$ cat src/rtl/systolic_seq_ctrl_pkg.sv
// Shared types and sizing helpers for the systolic array sequencer.
// Latency: n/a (compile-time only).
// Backpressure: n/a.
package systolic_pkg;

    typedef enum logic [2:0] {
        IDLE,
        LOAD,
        FLUSH,
        COMPUTE,
        SETTLE,
        DONE
    } ctrl_state_t;

    function automatic int load_words(input int height, input int buffer_size);
        return height * buffer_size;
    endfunction

    function automatic int feed_cycles(input int buffer_size, input int height, input int width);
        return buffer_size + height + width - 2;
    endfunction

    // Bits needed to hold 0..term; never narrower than one bit.
    function automatic int cnt_width(input int term);
        return (term < 1) ? 1 : $clog2(term + 1);
    endfunction

endpackage

$ cat src/rtl/systolic_seq_ctrl_skew_enable_gen.sv
// Maps the feed step to a diagonal-skewed enable vector: lane i active for steps i..i+K-1.
// Latency: combinational.
// Backpressure: none.
module skew_enable_gen #(
    parameter int N  = 4,
    parameter int K  = 4,
    parameter int SW = 4
) (
    input  logic [SW-1:0] step,
    output logic [N-1:0]  en
);

    always_comb begin
        en = '0;
        for (int i = 0; i < N; i++) begin
            en[i] = (int'(step) >= i) && (int'(step) < i + K);
        end
    end

endmodule

$ cat src/rtl/systolic_seq_ctrl.sv
// Sequencer for the systolic array: load operands, skewed feed, settle, report done.
// Latency: request -> done after LOAD_WORDS + 1 + FEED_CYCLES + RESULT_LAT cycles.
// Backpressure: none; requests outside IDLE/DONE are dropped.
module systolic_seq_ctrl
    import systolic_pkg::*;
#(
    parameter int  DATA_WIDTH  = 8,
    parameter int  WIDTH       = 4,
    parameter int  HEIGHT      = 4,
    parameter int  BUFFER_SIZE = 4,
    parameter int  RESULT_LAT  = 1,
    localparam int LOAD_WORDS  = load_words(HEIGHT, BUFFER_SIZE),
    localparam int FEED_CYCLES = feed_cycles(BUFFER_SIZE, HEIGHT, WIDTH),
    localparam int AW          = cnt_width(LOAD_WORDS - 1),
    localparam int SW          = cnt_width(FEED_CYCLES - 1)
) (
    input  logic              clk,
    input  logic              rst_n,
    input  logic              data_valid,
    output logic              read_data,
    output logic              wr_en,
    output logic [AW-1:0]     wr_addr,
    output logic              start_compute,
    output logic [HEIGHT-1:0] row_feed_en,
    output logic [WIDTH-1:0]  col_feed_en,
    output logic [SW-1:0]     step,
    output logic              busy,
    output logic              done
);

    localparam int RW = cnt_width(RESULT_LAT - 1);
    localparam logic [AW-1:0] LOAD_LAST   = AW'(LOAD_WORDS - 1);
    localparam logic [SW-1:0] STEP_LAST   = SW'(FEED_CYCLES - 1);
    localparam logic [RW-1:0] SETTLE_LAST = RW'(RESULT_LAT - 1);

    // A and B stream side by side, so both matrices must hold the same word count.
    if (LOAD_WORDS != BUFFER_SIZE * WIDTH) begin : g_shape_chk
        $error("systolic_seq_ctrl: HEIGHT*BUFFER_SIZE must equal BUFFER_SIZE*WIDTH");
    end
    if (DATA_WIDTH < 1) begin : g_dw_chk
        $error("systolic_seq_ctrl: DATA_WIDTH must be positive");
    end

    ctrl_state_t       state, state_nxt;
    logic [AW-1:0]     load_cnt;
    logic [RW-1:0]     settle_cnt;
    logic [HEIGHT-1:0] row_skew;
    logic [WIDTH-1:0]  col_skew;

    skew_enable_gen #(.N(HEIGHT), .K(BUFFER_SIZE), .SW(SW)) u_row_skew (
        .step (step),
        .en   (row_skew)
    );

    skew_enable_gen #(.N(WIDTH), .K(BUFFER_SIZE), .SW(SW)) u_col_skew (
        .step (step),
        .en   (col_skew)
    );

    always_ff @(posedge clk) begin
        if (!rst_n) begin
            state      <= IDLE;
            load_cnt   <= '0;
            step       <= '0;
            settle_cnt <= '0;
            wr_en      <= 1'b0;
            wr_addr    <= '0;
        end else begin
            state <= state_nxt;
            wr_en <= read_data;
            if (wr_en) begin
                wr_addr <= (wr_addr == LOAD_LAST) ? '0 : wr_addr + 1'b1;
            end
            load_cnt   <= (state == LOAD && load_cnt != LOAD_LAST) ? load_cnt + 1'b1 : '0;
            step       <= (state == COMPUTE && step != STEP_LAST) ? step + 1'b1 : '0;
            settle_cnt <= (state == SETTLE && settle_cnt != SETTLE_LAST) ? settle_cnt + 1'b1 : '0;
        end
    end

    always_comb begin
        state_nxt     = state;
        read_data     = 1'b0;
        start_compute = 1'b0;
        busy          = 1'b1;
        done          = 1'b0;
        row_feed_en   = '0;
        col_feed_en   = '0;
        case (state)
            IDLE: begin
                busy = 1'b0;
                if (data_valid) state_nxt = LOAD;
            end
            LOAD: begin
                read_data = 1'b1;
                if (load_cnt == LOAD_LAST) state_nxt = FLUSH;
            end
            FLUSH: state_nxt = COMPUTE;
            COMPUTE: begin
                start_compute = (step == '0);
                row_feed_en   = row_skew;
                col_feed_en   = col_skew;
                if (step == STEP_LAST) state_nxt = SETTLE;
            end
            SETTLE: begin
                if (settle_cnt == SETTLE_LAST) state_nxt = DONE;
            end
            DONE: begin
                busy = 1'b0;
                done = 1'b1;
                if (data_valid) state_nxt = LOAD;
            end
            default: state_nxt = IDLE;
        endcase
    end

endmodule

$ cat config.mk
export PLATFORM = sky130hd
export DESIGN_NAME = systolic_seq_ctrl
export DESIGN_NICKNAME = d
export VERILOG_FILES = /design/src/rtl/systolic_seq_ctrl_pkg.sv /design/src/rtl/systolic_seq_ctrl_skew_enable_gen.sv /design/src/rtl/systolic_seq_ctrl.sv
export SDC_FILE = /design/constraint.sdc
export NUM_CORES = 1
export LEC_CHECK = 0
export CAP_MARGIN = 30
export CORE_MARGIN = 4
export CORE_UTILIZATION = 35
export CTS_BUF_LIST = sky130_fd_sc_hd__clkbuf_2
export CTS_CLUSTER_DIAMETER = 200
export DETAILED_ROUTE_END_ITERATION = 6
export HOLD_SLACK_MARGIN = 0.08
export MAX_ROUTING_LAYER = met4
export PLACE_DENSITY = 0.68
export SYNTH_ARGS = -nofsm -noshare
export SYNTH_HDL_FRONTEND = slang
export SYNTH_SLANG_ARGS = --single-unit
export TNS_END_PERCENT = 10
$ cat constraint.sdc
create_clock -name clk -period 2.56 [get_ports clk]
set_input_delay 0.384 -clock clk [delete_from_list [all_inputs] [get_ports clk]]
set_output_delay 0.384 -clock clk [all_outputs]
set_load 0.01 [all_outputs]
## Word-level counts from Yosys, hierarchy flattened

Index checks and enable logic that the tools add are counted.

| word-level totals | value |
|---|---|
| register bits | 17 |
| output and inout port bits | 21 |
| input bits | 3 |
| logic and storage cells | 55 |

| cells by class | value |
|---|---|
| magnitude comparators | 7 |
| multiplexer cells | 11 |
| $add $sub $neg | 4 |
| reduce and logical (&&, ||, !) cells | 13 |
| equal/unequal tests | 14 |

Operator list:

| kind | count |
|---|---|
| < comparator 4 x 3 -> 1 bit (second input constant) | 4 |
| case mux 3 bit (5 select lines) | 1 |
| adder 4 x 1 -> 4 bit (second input constant) | 3 |
| == test 4 bit (second input constant) | 3 |
| two-way mux 3 bit | 4 |
| greater-or-equal comparator 4 x 2 -> 1 bit (second input constant) | 2 |
| two-way mux 4 bit | 2 |
| != test 4 bit (second input constant) | 2 |
| == test 3 x 2 -> 1 bit (second input constant) | 2 |
| == test 3 bit (second input constant) | 2 |
| logical AND 1 bit | 6 |
| != test 2 x 1 -> 1 bit (second input constant) | 3 |
| AND reduction 2 bit | 3 |
| greater-or-equal comparator 4 x 1 -> 1 bit (second input constant) | 1 |
| zero test 4 bit | 1 |
| two-way mux 1 bit | 4 |
| AND reduction 4 bit | 1 |
| == test 3 x 1 -> 1 bit (second input constant) | 1 |
| zero test 3 bit | 1 |
| != test 2 bit (second input constant) | 1 |
| OR reduction 2 bit | 1 |
| adder 1 bit (second input constant) | 1 |

## Longest topological paths before layout

| logic depth | value |
|---|---|
| depth in word-level cells | 4 |
| depth in mapped cells | 6 |
| depth with buffers taken out | 6 |

## Modules after synthesis

A second synthesis with hierarchy kept.

| second synthesis, totals | value |
|---|---|
| cell total of the unflattened synthesis | 116 |
| area total of the unflattened synthesis | 988.4 um^2 |

Modules (own cells, without submodules):

| module | seq. area each (um^2) | times used | cells each | area an instance (um^2) |
|---|---|---|---|---|
| systolic_seq_ctrl | 340.3 | 1 | 98 | 875.8 |
| skew_enable_gen | 0.0 | 2 | 9 | 56.3 |

## Worst setup path after synthesis

OpenSTA, ideal clock, no wires.

| path | value |
|---|---|
| path kind | reg-to-output |
| from | register state[2] |
| to | output port row_feed_en[1] |
| required time | 2.176 ns |
| stages on the path, launching flop included | 6 |
| path buffers | 2 |
| path slack | 0.810 ns |
| arrival time | 1.366 ns |
| cell sequence | dfxtp_1 buf_6 and3b_1 nand2b_1 a211oi_1 buf_4 |

| on the way | value |
|---|---|
| cells in the longest elaborated chain, start to end | 2 |

Ends and longest elaborated chain:

| what | RTL line | source |
|---|---|---|
| from (decl) | systolic_seq_ctrl.sv:44 | `ctrl_state_t state, state_nxt;` |
| from (signal assigned) | systolic_seq_ctrl.sv:69 | `state <= state_nxt;` |
| == test 3 x 2 -> 1 bit | n/a |  |
| two-way mux 4 bit | n/a |  |
| to (decl) | systolic_seq_ctrl.sv:24 | `output logic [HEIGHT-1:0] row_feed_en,` |

Every way passes these cells.

## Final worst setup path

| path | value |
|---|---|
| from | register state[2] |
| to | output port row_feed_en[1] |

| on the way | value |
|---|---|
| cells in the longest elaborated chain, start to end | 2 |

Ends and longest elaborated chain:

| what | RTL line | source |
|---|---|---|
| == test 3 x 2 -> 1 bit | systolic_seq_ctrl.sv:88 | `case (state)` |
| two-way mux 4 bit | systolic_seq_ctrl.sv:88 |  |

Every way passes these cells.

==> metrics.txt <==
# TYPE chip_impl_metric gauge
chip_impl_info{name="hp-start",value="load_cnt[0]$_SDFF_PN0_"} 1
chip_impl_metric{name="dpl.hpwl",unit="mm"} 1.31
chip_impl_metric{name="start_util",unit="%"} 37.0
chip_impl_metric{name="yosysSeqAreaShare",unit="%"} 36.8
chip_impl_metric{name="ctsLongestPathBuffers",unit=""} 2
chip_impl_metric{name="total_leakage_power",unit="nW"} 0.432
chip_impl_metric{name="worst_path_maximum_fanout",unit=""} 8
chip_impl_metric{name="timing_max_transition_violations_final",unit=""} 0
chip_impl_info{name="setup.worst_path.start",value="state[2]$_SDFFE_PN0P_"} 1
chip_impl_info{name="timing.setup.critical_path_class",value="register to output port"} 1
chip_impl_metric{name="timing.setup.tns",unit="ns"} 0
chip_impl_metric{name="via_count",unit=""} 708
chip_impl_metric{name="gr-usage-met3",unit="%"} 3.92
chip_impl_info{name="unrepaired_setup_endpoints_after_global_routing",value="no"} 1
chip_impl_metric{name="antenna_violations_before_repair",unit=""} 0
chip_impl_info{name="worst_setup_path_end_kind",value="output port"} 1
chip_impl_metric{name="power-per-cell-area",unit="nW/um^2"} 633
chip_impl_metric{name="vias_per_cell",unit=""} 4.78
chip_impl_metric{name="ant_nets",unit=""} 0
chip_impl_metric{name="nFillCells",unit=""} 248
chip_impl_metric{name="routed_wire_length_per_instance",unit="um"} 11.1
chip_impl_metric{name="count_of_max_cap_constraint_violations",unit=""} 0
chip_impl_metric{name="synthesis.yosys.warnings",unit=""} 0
chip_impl_metric{name="first_pass_iters",unit=""} 4
chip_impl_metric{name="power.net_switching",unit="mW"} 0.242
chip_impl_metric{name="total_number_of_placement_rows",unit=""} 18
chip_impl_metric{name="diodes",unit=""} 0
chip_impl_metric{name="cts_inserted_buffers",unit=""} 3
chip_impl_metric{name="post-route-drc-count",unit=""} 0
chip_impl_metric{name="post_route_cells_drive_above_1_share",unit="%"} 9.32
chip_impl_metric{name="grt_use_met1",unit="%"} 14.4
chip_impl_info{name="clock_tree_from_tritoncts",value="yes"} 1
chip_impl_metric{name="core-area",unit="sq um"} 2500
chip_impl_metric{name="finalNetCount",unit=""} 128
chip_impl_metric{name="grt_use_total",unit="%"} 11.5
chip_impl_info{name="holdCritPathClass",value="register to register"} 1
chip_impl_metric{name="seq_power_share",unit="%"} 48.2
chip_impl_metric{name="yosysUniqueCellTypes",unit=""} 32
chip_impl_metric{name="power_switching_share",unit="%"} 33.2
chip_impl_info{name="status",value="completed"} 1
chip_impl_metric{name="syn-instance-count",unit=""} 100
chip_impl_info{name="global_route.peak_usage_layer",value="met2"} 1
chip_impl_metric{name="cp.arrival",unit="ns"} 1.97
chip_impl_metric{name="drtIter0Drc",unit=""} 15
chip_impl_metric{name="place_congestion",unit=""} 0.835
chip_impl_metric{name="fmax",unit="MHz"} 424
chip_impl_metric{name="synth.top_cell.area_share",unit="%"} 36.8
chip_impl_metric{name="grt_remaining_overflow",unit=""} 0
chip_impl_metric{name="setup_viol",unit=""} 0
chip_impl_info{name="post-synth-top-area-cell",value="dfxtp_1"} 1
chip_impl_metric{name="htree_depth",unit=""} 1
chip_impl_metric{name="comb_power_share",unit="%"} 35.1
chip_impl_metric{name="timing.final.ws_setup",unit="ns"} 0.201
chip_impl_metric{name="detail_route.wirelength",unit="mm"} 1.65
chip_impl_metric{name="synth_nets",unit=""} 109
chip_impl_metric{name="floorplan.die_area",unit="sq um"} 3530
chip_impl_metric{name="vdd_ir_drop_max",unit="mV"} 0.521
chip_impl_metric{name="global_route_wire_length_before_repair",unit="mm"} 3.06
chip_impl_metric{name="fin_worst_skew",unit="ns"} 0.00709
chip_impl_metric{name="post-route-period-util",unit="%"} 92.1
chip_impl_info{name="synth.top_cells.by_area",value="dfxtp_1 37%, ha_1 8.1%, nor2_1 4.5%"} 1
chip_impl_metric{name="hold-worst-slack",unit="ns"} 0.454
chip_impl_metric{name="dp_slack",unit="ns"} 0.438
chip_impl_metric{name="area.growth.synth_to_final",unit="%"} 24.2
chip_impl_metric{name="worst_skew_pair.late_latency",unit="ns"} 0.29
chip_impl_metric{name="largest_net_degree_at_the_start_of_global_routing",unit=""} 13
chip_impl_metric{name="chipWidth",unit="um"} 59.4
chip_impl_metric{name="cts.sink_count",unit=""} 17
chip_impl_info{name="worstSetupStartpointType",value="register"} 1
chip_impl_metric{name="avgSynthCellArea",unit="sq um"} 9.26
chip_impl_metric{name="io_buffers",unit=""} 23
chip_impl_metric{name="die_h",unit="um"} 59.4
chip_impl_metric{name="gr-usage-met2",unit="%"} 17.5
chip_impl_info{name="clock-root-buffer",value="clkbuf_2"} 1
chip_impl_metric{name="io_pins",unit=""} 24
chip_impl_metric{name="grt_pass1_vias",unit=""} 696
chip_impl_metric{name="synth_seq_cells",unit=""} 17
chip_impl_metric{name="period_minus_slack",unit="ns"} 2.36
chip_impl_info{name="worstReg2RegStart",value="step[1]$_SDFF_PN0_"} 1
chip_impl_metric{name="final_util",unit="%"} 46.0
chip_impl_metric{name="cp.required",unit="ns"} 2.18
chip_impl_metric{name="intPower",unit="mW"} 0.486
chip_impl_metric{name="path_clk_slew",unit="ns"} 0.16
chip_impl_metric{name="timing.final.hold_violations",unit=""} 0
chip_impl_metric{name="synth_area",unit="sq um"} 926
chip_impl_metric{name="holdBufCountCts",unit=""} 0
chip_impl_metric{name="clock_power_share",unit="%"} 16.7
## final cells by class
cell class                      instances  area [sq um]  share of cell area, %
Tap cell                               30          37.5                   3.26
Timing Repair Buffer                   23           230                   20.0
Multi-Input combinational cell         71           507                   44.1
Sequential cell                        17           344                   29.9
Inverter                                3          11.3                  0.979
Clock buffer                            4          20.0                   1.74
## final timing paths
path,end,slack [ns],cells after the start
hold / removal,load_cnt[0]$_SDFF_PN0_,0.45,1
setup reg to reg,state[0]$_SDFFE_PN0P_,1.02,6
hold reg to reg,load_cnt[0]$_SDFF_PN0_,0.45,1
setup / recovery,row_feed_en[1],0.20,4
## synthesized netlist by cell type
cell	n
conb_1	1
a21oi_1	1
o31a_1	1
a32oi_2	1
and3_1	3
nor3b_1	2
nand3_1	4
o21ai_0	3
xor2_1	4
nor4b_2	1
nand4_1	2
and4b_1	1
a211oi_1	1
nor2_1	11
nor3b_4	1
mux2i_1	2
and3b_1	1
nand2_1	6
a31oi_1	1
clkbuf_1	2
buf_4	5
nand3b_1	1
inv_1	3
buf_6	2
a21boi_1	1
nand2b_1	2
ha_1	6
and2_1	6
xnor2_1	4
a22oi_2	1
nor2b_1	3
dfxtp_1	17
## power groups by stage
stage / Combinational (mW) / Sequential [mW] / Clock, mW
5_1_grt: 0.288 / 0.360 / 0.142
4_1_cts: 0.257 / 0.348 / 0.130
2_1_floorplan: 0.206 / 0.328 / 0
3_5_place_dp: 0.255 / 0.354 / 0
3_3_place_gp: 0.252 / 0.350 / 0
6_report: 0.255 / 0.351 / 0.122
## cells in the final DEF (no fill, tap or decap), types with 2 or more instances in the layout
master and n:
inv_1 3, and3_1 3, nor2b_1 3, xor2_1 4, and2_1 6, nor3b_1 2
nand4_1 2, nor2_1 11, clkdlybuf4s50_1 23, nand2_1 6, nand3_1 4, o21ai_0 3
clkbuf_2 4, nand2b_1 2, xnor2_1 4, mux2i_1 2, ha_1 6, dfxtp_1 14
dfxtp_2 3
## worst max-delay path, stage by stage, from the launching register on
cell	delay, ns
dfxtp_2	0.41
and3b_1	0.30
nand2b_1	0.13
a211oi_1	0.25
clkdlybuf4s50_1	0.60
## through the flow
step,std cells,power [mW],area (sq um)
floorplan,100,0.534,926
finish,148,0.728,1150
detailed placement,144,0.609,1130
global route,148,0.790,1150
global placement,144,0.602,1130
CTS,148,0.735,1150
## per-layer routing
metal  up-vias  share of wire [%]
met5         -                  0
met4         0               0.42
met3         2                5.6
met2        16                 46
met1       321                 48
li1        369                  -
## cell families after synthesis
logic type,after synthesis,share of synthesized area (%)
buffers and inverters,12,8.51
DFF,17,36.8
adders and majority gates,6,8.11
AOI/OAI and AO/OA,10,8.51
and+or+nand+nor,44,28.0
other,1,0.405
xor gates and xnor gates,8,7.57
muxes,2,2.16
## repair_timing
action,in CTS,in global routing
resized for setup,0,3
endpoints found under the setup margin,0,3
hold endpoints to repair,0,0
buffers inserted,0,0
## flip-flops by register name (all words and copies together) (netlist names)
| signal | count |
|---|---|
| load_cnt | 4 |
| step | 4 |
| wr_addr | 4 |
| state | 3 |
| settle_cnt | 1 |
| wr_en | 1 |
(Power assumes the default switching activity.)
